--- src/rtl/wb_pkg.sv ---
// Shared encodings for the write-back stage: result select, load size and entry state.
package wb_pkg;

    localparam logic [1:0] WB_SEL_ALU  = 2'b00;
    localparam logic [1:0] WB_SEL_MEM  = 2'b01;
    localparam logic [1:0] WB_SEL_LINK = 2'b10;
    localparam logic [1:0] WB_SEL_IMM  = 2'b11;

    localparam logic [1:0] LD_BYTE = 2'b00;
    localparam logic [1:0] LD_HALF = 2'b01;
    localparam logic [1:0] LD_WORD = 2'b10;

    typedef enum logic [1:0] {
        EMPTY = 2'b00,
        READY = 2'b01,
        WAIT  = 2'b10
    } wb_state_t;

endpackage

--- src/rtl/wb_load_align.sv ---
// Load data alignment: moves the addressed byte/half lane to the LSB and sign/zero-extends it.
module wb_load_align
    import wb_pkg::*;
#(
    parameter int DATA_W = 32
) (
    input  logic [DATA_W-1:0] rd_word_i,
    input  logic [1:0]        size_i,
    input  logic              unsigned_i,
    input  logic [1:0]        off_i,
    output logic [DATA_W-1:0] data_o
);

    logic [DATA_W-1:0] byte_sh;
    logic [DATA_W-1:0] half_sh;
    logic [7:0]        byte_lane;
    logic [15:0]       half_lane;
    logic              byte_sign;
    logic              half_sign;

    // Half-word lanes use only the upper offset bit, so misaligned halves snap to their lane.
    assign byte_sh   = rd_word_i >> {off_i, 3'b000};
    assign half_sh   = rd_word_i >> {off_i[1], 4'b0000};
    assign byte_lane = byte_sh[7:0];
    assign half_lane = half_sh[15:0];
    assign byte_sign = ~unsigned_i & byte_lane[7];
    assign half_sign = ~unsigned_i & half_lane[15];

    always_comb begin
        case (size_i)
            LD_BYTE: data_o = {{(DATA_W-8){byte_sign}}, byte_lane};
            LD_HALF: data_o = {{(DATA_W-16){half_sign}}, half_lane};
            default: data_o = rd_word_i;
        endcase
    end

endmodule

--- src/rtl/wb_stage_reg.sv ---
// MEM/WB pipeline register with result select and late-load handshake.
// Define WB_RETIRE_CNT_EN to build the retire counter; otherwise retire_count is tied to 0.
module wb_stage_reg
    import wb_pkg::*;
#(
    parameter int DATA_W     = 32,
    parameter int REG_ADDR_W = 5,
    parameter int CNT_W      = 32,
    parameter bit R0_ZERO    = 1'b1
) (
    input  logic                  clk,
    input  logic                  rst_n,
    input  logic                  in_valid,
    input  logic                  in_reg_write,
    input  logic [1:0]            in_wb_sel,
    input  logic [REG_ADDR_W-1:0] in_dest,
    input  logic [DATA_W-1:0]     in_alu_result,
    input  logic [DATA_W-1:0]     in_pc_plus4,
    input  logic [DATA_W-1:0]     in_imm,
    input  logic [1:0]            in_ld_size,
    input  logic                  in_ld_unsigned,
    input  logic [1:0]            in_byte_off,
    input  logic [DATA_W-1:0]     rd_data,
    input  logic                  rd_valid,
    input  logic                  stall,
    input  logic                  flush,
    output logic                  wb_reg_write,
    output logic [REG_ADDR_W-1:0] wb_dest,
    output logic [DATA_W-1:0]     write_data,
    output logic                  wb_stall_req,
    output logic [CNT_W-1:0]      retire_count
);

    wb_state_t             state_q, state_d;
    logic                  reg_write_q, reg_write_d;
    logic [1:0]            sel_q, sel_d;
    logic [REG_ADDR_W-1:0] dest_q, dest_d;
    logic [DATA_W-1:0]     alu_q, alu_d;
    logic [DATA_W-1:0]     pc4_q, pc4_d;
    logic [DATA_W-1:0]     imm_q, imm_d;
    logic [1:0]            ld_size_q, ld_size_d;
    logic                  ld_uns_q, ld_uns_d;
    logic [1:0]            off_q, off_d;
    logic [DATA_W-1:0]     buf_q, buf_d;
    logic                  flush_pend_q, flush_pend_d;
    logic                  hold;
    logic [DATA_W-1:0]     load_val;

    assign wb_stall_req = (state_q == WAIT);
    assign hold         = stall | wb_stall_req;

    always_comb begin
        state_d      = state_q;
        reg_write_d  = reg_write_q;
        sel_d        = sel_q;
        dest_d       = dest_q;
        alu_d        = alu_q;
        pc4_d        = pc4_q;
        imm_d        = imm_q;
        ld_size_d    = ld_size_q;
        ld_uns_d     = ld_uns_q;
        off_d        = off_q;
        buf_d        = buf_q;
        flush_pend_d = flush_pend_q;

        if (state_q == WAIT && rd_valid) begin
            buf_d   = rd_data;
            state_d = READY;
        end

        if (!hold) begin
            flush_pend_d = 1'b0;
            reg_write_d  = in_reg_write;
            sel_d        = in_wb_sel;
            dest_d       = in_dest;
            alu_d        = in_alu_result;
            pc4_d        = in_pc_plus4;
            imm_d        = in_imm;
            ld_size_d    = in_ld_size;
            ld_uns_d     = in_ld_unsigned;
            off_d        = in_byte_off;
            if (flush || flush_pend_q || !in_valid) begin
                state_d = EMPTY;
            end else if (in_wb_sel == WB_SEL_MEM) begin
                if (rd_valid) begin
                    buf_d   = rd_data;
                    state_d = READY;
                end else begin
                    state_d = WAIT;
                end
            end else begin
                state_d = READY;
            end
        end else if (flush) begin
            // A flush seen while the entry is held becomes the next capture.
            flush_pend_d = 1'b1;
        end
    end

    always_ff @(posedge clk or negedge rst_n) begin
        if (!rst_n) begin
            state_q      <= EMPTY;
            reg_write_q  <= 1'b0;
            sel_q        <= WB_SEL_ALU;
            dest_q       <= '0;
            alu_q        <= '0;
            pc4_q        <= '0;
            imm_q        <= '0;
            ld_size_q    <= LD_BYTE;
            ld_uns_q     <= 1'b0;
            off_q        <= '0;
            buf_q        <= '0;
            flush_pend_q <= 1'b0;
        end else begin
            state_q      <= state_d;
            reg_write_q  <= reg_write_d;
            sel_q        <= sel_d;
            dest_q       <= dest_d;
            alu_q        <= alu_d;
            pc4_q        <= pc4_d;
            imm_q        <= imm_d;
            ld_size_q    <= ld_size_d;
            ld_uns_q     <= ld_uns_d;
            off_q        <= off_d;
            buf_q        <= buf_d;
            flush_pend_q <= flush_pend_d;
        end
    end

    wb_load_align #(
        .DATA_W(DATA_W)
    ) u_align (
        .rd_word_i (buf_q),
        .size_i    (ld_size_q),
        .unsigned_i(ld_uns_q),
        .off_i     (off_q),
        .data_o    (load_val)
    );

    assign wb_reg_write = (state_q == READY) & reg_write_q & ~(R0_ZERO && (dest_q == '0));
    assign wb_dest      = dest_q;

    always_comb begin
        case (sel_q)
            WB_SEL_ALU:  write_data = alu_q;
            WB_SEL_MEM:  write_data = load_val;
            WB_SEL_LINK: write_data = pc4_q;
            default:     write_data = imm_q;
        endcase
    end

`ifdef WB_RETIRE_CNT_EN
    logic             retire;
    logic [CNT_W-1:0] retire_q;

    assign retire = (state_q == READY) & ~hold;

    always_ff @(posedge clk or negedge rst_n) begin
        if (!rst_n) begin
            retire_q <= '0;
        end else if (retire) begin
            retire_q <= retire_q + CNT_W'(1);
        end
    end

    assign retire_count = retire_q;
`else
    assign retire_count = '0;
`endif

endmodule

--- config.mk ---
export PLATFORM = sky130hd
export DESIGN_NAME = wb_stage_reg
export DESIGN_NICKNAME = d
export VERILOG_FILES = /design/src/rtl/wb_pkg.sv /design/src/rtl/wb_load_align.sv /design/src/rtl/wb_stage_reg.sv
export SDC_FILE = /design/constraint.sdc
export NUM_CORES = 1
export LEC_CHECK = 0
export CAP_MARGIN = 0
export CELL_PAD_IN_SITES_DETAIL_PLACEMENT = 0
export CELL_PAD_IN_SITES_GLOBAL_PLACEMENT = 2
export CORE_ASPECT_RATIO = 0.75
export CORE_MARGIN = 1.5
export CORE_UTILIZATION = 34
export CTS_BUF_LIST = sky130_fd_sc_hd__clkbuf_4 sky130_fd_sc_hd__clkbuf_8
export CTS_CLUSTER_SIZE = 30
export DETAILED_ROUTE_END_ITERATION = 10
export GPL_TIMING_DRIVEN = 1
export HOLD_SLACK_MARGIN = 0.15
export PLACE_DENSITY = 0.86
export SLEW_MARGIN = 20
export SYNTH_ARGS = -nofsm -noshare
export SYNTH_HDL_FRONTEND = slang
export SYNTH_SLANG_ARGS = --single-unit
--- constraint.sdc ---
create_clock -name clk -period 4.45 [get_ports clk]
set_input_delay 0.89 -clock clk [delete_from_list [all_inputs] [get_ports clk]]
set_output_delay 0.89 -clock clk [all_outputs]
set_load 0.01 [all_outputs]
==> summary.txt, run 1 <==
Pwr
  – Clk pwr share: 29.4%
  – Switching fraction of total power: 28.9%
  – P_sw: 1.16 mW
  – Combinational share of power: 27.0%
  – Static Leak: ~4 nW
  – Sequential Power Share: 43.6%
  – Internal power: 2.85 mW
  – Power density cells: 412 nW/µm²
  – VDD IR max: about 0.18 mV

Routing
  – Post-DR wirelength/cell: 19.2 µm
  – Post-route ant nets: 0
  – DRC viols: 0
  – Drt total wl: 20.6 mm
  – Iter 0 DRT Violations: 219
  – DR vias: about 5,300
  – DR pass1 iterations: 4
  – Via/cell ratio: just under 5

Clocking
  – Clock sink count: about 140
  – Clock-pin slew on the worst setup and hold paths: around 0.080 ns
  – TritonCTS Buffers: 17
  – CTS Hold Bufs: 0
  – Post-CTS sizing: 0
  – Clk_lat worst skew: 0.45 ns
  – Max Root-Sink Buffers: 2
  – Post-CTS setup buffer count: 0
  – TritonCTS clock tree: built
  – CTS root buffer: clkbuf_8
  – H-Tree Depth: 4

GRT
  – Initial antenna violation count: 1
  – GRT Total Usage: 18.9%
  – GR Layer Usage met2: 29.2%
  – Largest net degree at the start of global routing: 74
  – Vias in the first global route: 5,636
  – Global route hottest layer: met2
  – First-pass GRT wire length: 31.4 mm
  – GRT met1 Usage: 25.8%
  – Gr ovfl total: 0
  – GR Util met3: 5.64%

Setup path
  – Reg2reg setup slack: 2.32 ns
  – Reg2reg path depth: 5
  – Critical path class: flop to primary output
  – Crit path DAT: around 3.0 ns
  – Slowest stage cell, crit path: nor2b_1
  – Buf+Inv Stages, Crit Path: 2
  – Crit start category: flop
  – Required @ worst endpoint: 3.56 ns
  – R2R Path Start: state_q[0]$_DFFE_PN0P_
  – Worst path top cell family by delay: buffers and inverters
  – Worst r2r dst: imm_q[3]$_DFFE_PN0P_
  – CP max stage delay: 0.62 ns
  – Endpoint type of the worst setup path: primary output
  – Crit-path max FO: 17
  – Crit-path cells: buf_4, nor2b_1, a22oi_1, a21oi_1, or3_1, clkdlybuf4s50_1

Yosys
  – Ys async rst share: 100%
  – Yosys top cell by area: dfrtp_1
  – Ranking of synthesized cells by area: dfrtp_1 (49%), mux2_2 (19%), mux2_4 (6.2%)
  – Yosys top cell area share: 49.4%
  – Synth Instances: between 500 and 600
  – Warnings, synthesis: 0
  – Yosys cell types: 46
  – Seq/Total Area, Yosys: between 40 and 50%
  – Ys flop type: dfrtp_1
  – Register bit total from synthesis: ~140
  – Post-synth EDFFs: 0
  – Syn_area_per_cell: 12.2 µm²
  – Netlist Area Pre-Place: ~7300 µm²

Finish
  – Antenna cells: 0
  – Fin cells: 1,071
  – Layout Utilization: 46.0%
  – Design Area, Final: around 9700 µm²
  – Final net count: 917
  – Filler cells: approximately 1,900
  – Share of cells above drive strength 1: 26.6%
  – Area added between synthesis and finish: 33.2%

STA
  – Final Hold Fails: 0
  – Setup tns final: 0 ns
  – Worst setup margin: 0.542 ns
  – Achievable Freq: approximately 260 MHz
  – RSZ-0062 raised after global routing: no
  – Post-layout min period: 3.91 ns
  – Clock skew: 0.0121 ns
  – Max-slew headroom: 33.0%
  – Final Setup Violations: 0
  – Slew Limit Fails: 0
  – Period utilisation layout: 87.8%
  – Pin slew with the least headroom to its limit: 1.00 ns

Placement
  – DP HPWL: ~15 mm
  – Dpl cell area: 9260 µm²
  – Placer Congestion: 0.876
  – IO Port Bufs: 185
  – Pre-CTS setup slack: around 1 ns
  – Placed Cells: 1,039

Run status
  – Status: complete, no violations

Floorplanning
  – Die height: 130 µm
  – Starting Density: 34.6%
  – Die area: 22,400 µm²
  – Core box area: 21,100 µm²
  – IO Count: approximately 220
  – Rows: 46
  – Die W: approximately 170 µm

Worst hold path
  – Worst hold path type: input pin to asynchronous set/reset pin

Job
  – Maxcap violations: 0
[worst max-delay path by stage]
stage / start / to / slack [ns] / depth (start not counted)
2_1_floorplan: sel_q[1]$_DFFE_PN0P_ / write_data[16] / 1.97 / 6
3_3_place_gp: ld_size_q[1]$_DFFE_PN0P_ / write_data[31] / 1.04 / 5
3_5_place_dp: stall / flop / 0.99 / 5
4_1_cts: ld_size_q[1]$_DFFE_PN0P_ / write_data[31] / 0.53 / 5
5_1_grt: ld_size_q[1]$_DFFE_PN0P_ / write_data[29] / 0.37 / 5
6_report: ld_size_q[1]$_DFFE_PN0P_ / write_data[12] / 0.54 / 6
[power by group through the flow]
stage / Clock [mW] / Combinational, mW / Sequential [mW]
final: 1.18 / 1.08 / 1.74
after global routing: 1.27 / 1.16 / 1.78
after CTS: 1.22 / 1.09 / 1.74
after detailed placement: 0 / 1.09 / 1.77
after global placement: 0 / 1.07 / 1.76
after floorplan: 0 / 0.677 / 1.66
[worst reg2reg max path: cells and delay by family, from the launching register on]
kind | cells | cell delay, ns
buffers and inverters | 2 | 0.82
multiplexers | 1 | 0.53
flip-flops | 1 | 0.40
AND/OR/NAND/NOR | 2 | 0.27
[metal layers]
metal	routed length [µm]	up-vias
li1	-	2466
met1	9460	2636
met2	9380	186
met3	1470	20
met4	261	2
met5	13	-
[metrics by stage]
| step | hold slack, ns | total power [mW] |
|---|---|---|
| finish | 0.465 | 4.00 |
| global route | 0.488 | 4.22 |
| CTS | 0.465 | 4.06 |
| detailed placement | 0.489 | 2.85 |
| global placement | 0.475 | 2.83 |
| floorplan | 0.457 | 2.34 |
[cell usage after synthesis, types with 3 or more instances]
cell type,instances
nor2_1,30
buf_6,3
mux2_2,123
mux2_4,30
clkbuf_1,14
o2111ai_1,4
o21ai_0,4
a21o_1,4
a211oi_1,9
buf_2,16
o22ai_1,21
dfrtp_1,144
o211ai_1,6
nor3_1,4
or3_1,3
nand2b_1,3
nand2_1,8
a22oi_1,11
a221oi_1,8
a21oi_1,48
or3b_1,6
nor2b_1,11
buf_4,40
o21a_1,16
mux2i_1,6
inv_1,5
[cells in the final DEF (no fill, tap or decap), types with 3 or more instances in the layout]
cell type | Yosys | routed
a211oi_1 | 9 | 9
a21o_1 | 4 | 4
a21oi_1 | 48 | 48
a221oi_1 | 8 | 8
a22oi_1 | 11 | 11
buf_4 | 40 | 12
bufinv_16 | 0 | 4
clkbuf_8 | 0 | 21
clkdlybuf4s50_1 | 0 | 184
conb_1 | 1 | 32
dfrtp_1 | 144 | 142
inv_1 | 5 | 5
mux2_2 | 123 | 123
mux2_4 | 30 | 30
mux2i_1 | 6 | 6
nand2_1 | 8 | 8
nand2b_1 | 3 | 3
nor2_1 | 30 | 29
nor2b_1 | 11 | 11
nor3_1 | 4 | 4
o2111ai_1 | 4 | 4
o211ai_1 | 6 | 6
o21a_1 | 16 | 16
o21ai_0 | 4 | 4
o22ai_1 | 21 | 21
or3_1 | 3 | 3
or3b_1 | 6 | 6
[cell type report]
cell class / instances / area [µm²] / area share [%]
clock buffers: 23 / 304 / 3.13
clock inverters: 9 / 154 / 1.58
inverters: 6 / 22.5 / 0.232
multi-input cells: 404 / 3330 / 34.3
flip-flops and latches: 144 / 3610 / 37.1
well taps: 288 / 360 / 3.71
repair buffers: 197 / 1940 / 20.0
[cell families after synthesis]
logic type | after synthesis | synth area share (%)
buffers and inverters | 80 | 6.75
flip-flops | 144 | 49.4
multiplexers | 159 | 26.0
AO/OA/AOI/OAI | 138 | 12.5
other | 1 | 0.0514
AND/OR/NAND/NOR | 75 | 5.40
Note: power is estimated with default switching activity, not from simulation.
==> run 2: changes to the inputs <==
SETUP_SLACK_MARGIN = 0.05   (was unset)
==> results of run 2 <==
Final layout, timing and power as in run 1 (identical DEF).
